<file path="config.mk">
export PLATFORM = sky130hd
export DESIGN_NAME = ram_burst_reader
export DESIGN_NICKNAME = d
export VERILOG_FILES = /design/src/rtl/ram_burst_reader.sv
export SDC_FILE = /design/constraint.sdc
export NUM_CORES = 1
export LEC_CHECK = 0
export ABC_AREA = 1
export CORE_MARGIN = 2
export CORE_UTILIZATION = 40
export DETAILED_ROUTE_END_ITERATION = 10
export PLACE_DENSITY = 0.63
export SYNTH_ARGS = -nofsm -noshare
export SYNTH_HDL_FRONTEND = slang
export SYNTH_SLANG_ARGS = --single-unit
</file>
<file path="constraint.sdc">
create_clock -name clk_i -period 5.8 [get_ports clk_i]
set_input_delay 1.45 -clock clk_i [delete_from_list [all_inputs] [get_ports clk_i]]
set_output_delay 1.45 -clock clk_i [all_outputs]
set_load 0.02 [all_outputs]
</file>
<file path="src/rtl/ram_burst_reader.sv">
// Burst read initiator for the 16-bit dual-port RAM: issues sequential reads and
// streams the returned words out through a 2-entry skid FIFO on a valid/ready port.
module ram_burst_reader #(
  parameter int WIDTH      = 16,
  parameter int ADDR_WIDTH = 8,
  parameter int LEN_WIDTH  = 9
) (
  input  logic                  clk_i,
  input  logic                  rst_ni,
  input  logic                  start_i,
  input  logic [ADDR_WIDTH-1:0] start_addr_i,
  input  logic [LEN_WIDTH-1:0]  len_i,
  output logic                  busy_o,
  output logic                  done_o,
  output logic                  ram_rd_en_o,
  output logic [ADDR_WIDTH-1:0] ram_rd_addr_o,
  input  logic [WIDTH-1:0]      ram_rdata_i,
  output logic                  m_valid_o,
  output logic [WIDTH-1:0]      m_data_o,
  input  logic                  m_ready_i
);

  typedef enum logic [1:0] {S_IDLE, S_READ, S_DRAIN, S_DONE} state_t;

  state_t                state_q, state_d;
  logic [ADDR_WIDTH-1:0] addr_p0;
  logic [LEN_WIDTH-1:0]  issue_rem_q, deliv_rem_q;
  logic                  vld_p1;
  logic [WIDTH-1:0]      fifo_p1 [2];
  logic                  wr_ptr_q, rd_ptr_q;
  logic [1:0]            cnt_q;
  logic                  pop, push, rd_en;
  logic [2:0]            occ;

  assign pop  = m_valid_o && m_ready_i;
  assign push = vld_p1;
  // Slots that will be occupied after this cycle, counting the read still in flight.
  assign occ   = {1'b0, cnt_q} + {2'b00, vld_p1} - {2'b00, pop};
  assign rd_en = (state_q == S_READ) && (issue_rem_q != '0) && (occ < 3'd2);

  always_comb begin
    state_d = state_q;
    case (state_q)
      S_IDLE:  if (start_i) state_d = (len_i == '0) ? S_DONE : S_READ;
      S_READ:  if ((issue_rem_q == '0) || ((issue_rem_q == LEN_WIDTH'(1)) && rd_en))
                 state_d = S_DRAIN;
      S_DRAIN: if (pop && (deliv_rem_q == LEN_WIDTH'(1))) state_d = S_DONE;
      S_DONE:  state_d = S_IDLE;
      default: state_d = S_IDLE;
    endcase
  end

  // Stage p0: read issue and burst bookkeeping
  always_ff @(posedge clk_i or negedge rst_ni) begin
    if (!rst_ni) begin
      state_q     <= S_IDLE;
      addr_p0     <= '0;
      issue_rem_q <= '0;
      deliv_rem_q <= '0;
      vld_p1      <= 1'b0;
    end else begin
      state_q <= state_d;
      vld_p1  <= rd_en;
      if ((state_q == S_IDLE) && start_i) begin
        addr_p0     <= start_addr_i;
        issue_rem_q <= len_i;
        deliv_rem_q <= len_i;
      end else begin
        if (rd_en) begin
          addr_p0     <= addr_p0 + ADDR_WIDTH'(1);
          issue_rem_q <= issue_rem_q - LEN_WIDTH'(1);
        end
        if (pop) deliv_rem_q <= deliv_rem_q - LEN_WIDTH'(1);
      end
    end
  end

  // Stage p1: capture returned RAM word into the output FIFO
  always_ff @(posedge clk_i or negedge rst_ni) begin
    if (!rst_ni) begin
      fifo_p1[0] <= '0;
      fifo_p1[1] <= '0;
      wr_ptr_q   <= 1'b0;
      rd_ptr_q   <= 1'b0;
      cnt_q      <= '0;
    end else begin
      if (push) begin
        fifo_p1[wr_ptr_q] <= ram_rdata_i;
        wr_ptr_q          <= ~wr_ptr_q;
      end
      if (pop) rd_ptr_q <= ~rd_ptr_q;
      cnt_q <= cnt_q + {1'b0, push} - {1'b0, pop};
    end
  end

  assign busy_o        = (state_q != S_IDLE);
  assign done_o        = (state_q == S_DONE);
  assign ram_rd_en_o   = rd_en;
  assign ram_rd_addr_o = addr_p0;
  assign m_valid_o     = (cnt_q != 2'd0);
  assign m_data_o      = fifo_p1[rd_ptr_q];

endmodule
</file>
# Word level (Yosys, flattened, before mapping)

Cells that the tools add are included.
Widths: inputs -> output; s select.

Logic and storage cells: 67
Input bits: 37
Bits in registers: 65
Output and inout bits: 28

Reductions and logical operators: 17
Muxes and demuxes: 17
$add $sub $neg: 7
Bitwise gates (word level): 4
$lt $le $gt $ge: 4
Equality and inequality tests: 8

Operators with widths:

| cell                | count |
|---|---|
| $mux 16             | 4 |
| $mux 9              | 4 |
| $bwmux 32           | 1 |
| $eq 9x1->1 const B  | 2 |
| $logic_not 9->1     | 2 |
| $sub 9x1->9 const B | 2 |
| $demux 16 s1        | 1 |
| $mux 8              | 2 |
| $reduce_bool 9->1   | 1 |
| $add 8x1->8 const B | 1 |
| $mux 2              | 4 |
| $pmux 2 s4          | 1 |
| $reduce_bool 2->1   | 4 |
| $logic_and 1x1->1   | 7 |
| $eq 2x2->1 const B  | 2 |
| $ge 2x2->1 const B  | 2 |
| $ne 2x2->1 const B  | 2 |
| $not 1->2           | 2 |
| $add 2x1->3         | 1 |
| $lt 3x2->1 const B  | 1 |
| $reduce_and 3->1    | 1 |
| $sub 3x1->3         | 1 |
| $add 2x1->2         | 1 |
| $eq 2x1->1 const B  | 1 |
| other kinds (6)     | 7 |

# Longest topological paths before layout

Depth in word-level cells: 9
Mapped depth: 14
Mapped depth without buffers: 14

# Worst setup path after synthesis

No wires, ideal clock.

Kind: input port to output port
Start point: input m_ready_i
End point: output ram_rd_en_o
Stages on the path: 11
Setup slack: 1257 ps
Data required time: 4350 ps
Path buffers: 0
Arrival: 3093 ps
Cell sequence: o21ai_2 > inv_1 > ha_1 > inv_1 > ha_1 > fa_1 > inv_1 > nand2_1 > nor2_2 > nand3_2 > inv_1

Longest elaborated chain between the ends: 4

Ends and longest elaborated chain:

| element           | RTL line | source |
|---|---|---|
| from (decl)       | 20       | `input logic m_ready_i` |
| $logic_and 1x1->1 | 35       | `assign pop = m_valid_o && m_ready_i;` |
| named net pop     | 32       | `logic pop, push, rd_en;` |
| $sub 3x1->3       | 38       | `assign occ = {1'b0, cnt_q} + {2'b00, vld_p1} - {2'b00, pop};` |
| named net occ[1]  | 33       | `logic [2:0] occ;` |
| $lt 3x2->1        | 39       | `assign rd_en = (state_q == S_READ) && (issue_rem_q != '0) && (occ < 3'd2);` |
| $logic_and 1x1->1 | 39       |  |
| to (decl)         | 15       | `output logic ram_rd_en_o,` |

The timed path passes the listed nets, and every way through them passes these cells.

# Final worst setup path

Ends and elaborated chain as after synthesis.

==> out/summary.log <==
INFO  clocking       cts.path.max_buffers=2
INFO  grt            global_route.overflow_total=0
INFO  die            floorplan.rows=34
INFO  finish         insertedDiodeCount=0
INFO  sta            final.setup_skew=0.00936ns
INFO  route          first_iter_violations=149
INFO  min_path       worst_hold_path.num_cells=2
INFO  setup_path     worst_setup_ep_type=output pin
INFO  die            fp.coreArea=0.00872mm2
INFO  synthesis      syn-cell-area=0.00361mm2
INFO  synthesis      synth_warnings=0
INFO  synthesis      netlist-cell-type-count=32
INFO  placed_design  dpl.hpwl=5470um
INFO  sta            rsz0062_at_grt=false
INFO  setup_path     critPathKind=in -> out
INFO  die            design.die.area=0.00981mm2
INFO  setup_path     crit-reg2reg-launch=cnt_q[1]
INFO  finish         layout_common_cells=nand2_1 (181), dfrtp_1 (65), clkdlybuf4s50_1 (63)
INFO  sta            timing.final.crit_share=0.960
INFO  route          drc=0
INFO  sta            final_setup_violations=0
INFO  route          viasPerCell=4.83
INFO  power          ir_worst_vdd=0.213mV
INFO  clocking       clock_latency=0.34ns
INFO  finish         mostFrequentLayoutCell=nand2_1
INFO  synthesis      synth_area_leader=dfrtp_1
INFO  placed_design  gp_routability_congestion=0.870
INFO  setup_path     r2r.worst_path.cells=14
INFO  synthesis      avgSynthCellArea=7.54um2
INFO  finish         area.growth.synth_to_final=26.4%
INFO  power          p_leak=2.31nW
INFO  finish         layout.cells.non_filler=654
INFO  sta            max_slew_margin=0.369
INFO  power          power_per_cell_area=586mW/mm2
INFO  sta            final.setup.tns=0ns
INFO  power          seq_power_share=0.318
INFO  route          antenna_violating_nets_post_route=0
INFO  min_path       hold_path_startpoint=fifo_p1[28]
INFO  route          route.vias.total=3162
INFO  clocking       post_cts_clock_slew_at_the_launch_and_capture_registers_of_the_worst_setup_and_hold_paths=0.07ns
INFO  finish         design_area=0.00457mm2
INFO  sta            slew_viol_final=0
INFO  clocking       clockRootBuffer=clkbuf_8
INFO  synthesis      yosys_register_bits=65
INFO  clocking       cts_tree=yes
INFO  placed_design  placed_cell_area=0.00433mm2
INFO  route          firstDrtPassIters=5
INFO  sta            minimum_clock_period=5.57ns
INFO  grt            grt_antenna_before_repair=0
INFO  setup_path     crit_required=4.35ns
INFO  grt            grt_first_pass_wirelength=13500um
INFO  clocking       numCtsBuffers=9
INFO  die            initial_utilization=0.414
INFO  run            timing.max_cap.violations=0
INFO  route          post_drt_wl_per_cell=12.0um
INFO  clocking       post-cts-setup-buffer-count=0
INFO  power          logic_gate_share_of_total_power=0.508
INFO  sta            hold_viol=0
INFO  placed_design  placedCellCount=638
INFO  sta            fmax=0.180GHz
INFO  sta            hold_ws=0.487ns
INFO  setup_path     crit_fanout=3
INFO  synthesis      synth.area.top_cells=dfrtp_1 (45%), nand2_1 (19%), inv_1 (5.9%)
INFO  placed_design  post-place-ws=0.226ns
INFO  synthesis      synthCells=479
INFO  clocking       post_cts.resized_instances=0
INFO  synthesis      synth_top_area_share=0.450
INFO  setup_path     worst_setup_path_start_kind=input port
INFO  die            dieHeight=99.0um
INFO  clocking       cts.sinks=65
INFO  setup_path     timing.reg2reg.setup_slack=3.07ns
INFO  route          wl=7820um
INFO  grt            vias_in_the_first_global_route=3030
INFO  synthesis      mappedNetlistNets=530
INFO  finish         nNetsFinal=592
INFO  min_path       timing.hold.worst.class=reg -> reg
INFO  sta            layout_setup_ws=0.233ns
INFO  synthesis      yosysSeqAreaShare=0.450
INFO  grt            grt_max_degree=66
INFO  setup_path     r2r_end=issue_rem_q[6]
INFO  die            die_w=99.0um
INFO  sta            worst_pin_slew=0.947ns
INFO  clocking       htreeDepth=3
INFO  finish         post_route_cells_drive_above_1_share=0.0788
INFO  grt            gr-usage-all-layers=0.168
INFO  die            ioPinCount=65
INFO  outcome        status=finished, final reports clean
INFO  power          internal_power=0.00153W
INFO  setup_path     cp.arrival=4.12ns
INFO  placed_design  buffer_ports.inserted=64
INFO  power          sw_pwr=0.00115W
INFO  power          share_of_total_power_in_the_clock_network=0.175
INFO  min_path       min_to=fifo_p1[28]
INFO  power          switching_share=0.430
INFO  clocking       ctsHoldBuffers=0
-- sequential cells by signal, summed over array words and instances (netlist names) --
| register | count |
|---|---|
| fifo_p1 | 32 |
| deliv_rem_q | 9 |
| issue_rem_q | 9 |
| ram_rd_addr_o | 8 |
| cnt_q | 2 |
| state_q | 2 |
| push | 1 |
| rd_ptr_q | 1 |
| wr_ptr_q | 1 |
-- synth_stat cells (all sizes together) --
cell,count
o211ai,5
nand3b,2
o22ai,1
xnor2,1
fa,1
or2,3
nand4,5
clkbuf,10
nand2,185
o21ai,53
nand3,24
nor2,31
nor3,1
xor2,7
buf,6
clkinv,1
ha,13
o221ai,1
a31oi,1
dfrtp,65
and3,1
a21oi,3
inv,59
-- final cells by class --
type | instances | area [um2]
Clock inverter | 6 | 114
Fill cell | 817 | 4150
Tap cell | 108 | 135
Clock buffer | 10 | 128
Multi-Input combinational cell | 338 | 1680
Timing Repair Buffer | 67 | 658
Inverter | 60 | 225
Sequential cell | 65 | 1630
-- worst max path at each step --
stage              start           to  slack [ns]  depth (start not counted)
6_report       m_ready_i  ram_rd_en_o        0.23                         13
5_1_grt        m_ready_i  ram_rd_en_o        0.07                         13
4_1_cts        m_ready_i  ram_rd_en_o        0.22                         13
3_5_place_dp   m_ready_i  ram_rd_en_o        0.23                         13
3_3_place_gp   m_ready_i  ram_rd_en_o        0.29                         13
2_1_floorplan  m_ready_i  ram_rd_en_o        1.26                         11
-- critical path: stages --
cell and delay [ns]:
clkdlybuf4s50_1 0.42, o21ai_2 0.07, inv_1 0.10, ha_1 0.28
inv_1 0.03, ha_1 0.18, fa_1 0.46, inv_1 0.07
nand2_1 0.06, nor2_2 0.14, nand3_2 0.12, inv_1 0.09
clkdlybuf4s50_1 0.64
-- power groups by stage --
stage,registers (W),logic (W),clock network (W)
final,0.000850,0.00136,0.000468
after global placement,0.000851,0.00135,0
after global routing,0.000883,0.00154,0.000499
after CTS,0.000852,0.00137,0.000481
after detailed placement,0.000859,0.00137,0
after floorplan,0.000833,0.000944,0
-- per-layer routing --
layer / track usage / vias to the layer above / share of wire
li1: - / 1613 / -
met1: 0.235 / 1434 / 0.48
met2: 0.257 / 102 / 0.44
met3: 0.0418 / 13 / 0.063
met4: 0.0558 / 0 / 0.015
met5: 0 / - / 0
-- kinds of logic after synthesis --
family                   count (synthesis)  synth area share
buffers and inverters                   76            0.0845
XOR/XNOR                                 8            0.0194
AND/OR/NAND/NOR                        252             0.290
flip-flops                              65             0.450
AO/OA/AOI/OAI                           64             0.105
adder cells (fa/ha/maj)                 14            0.0506
-- through the flow --
step,power [W],utilization
after global routing,0.00293,0.524
after global placement,0.00220,0.496
after detailed placement,0.00223,0.496
after CTS,0.00271,0.524
after floorplan,0.00178,-
final,0.00268,0.524
Power figures use the tool's default switching activity.
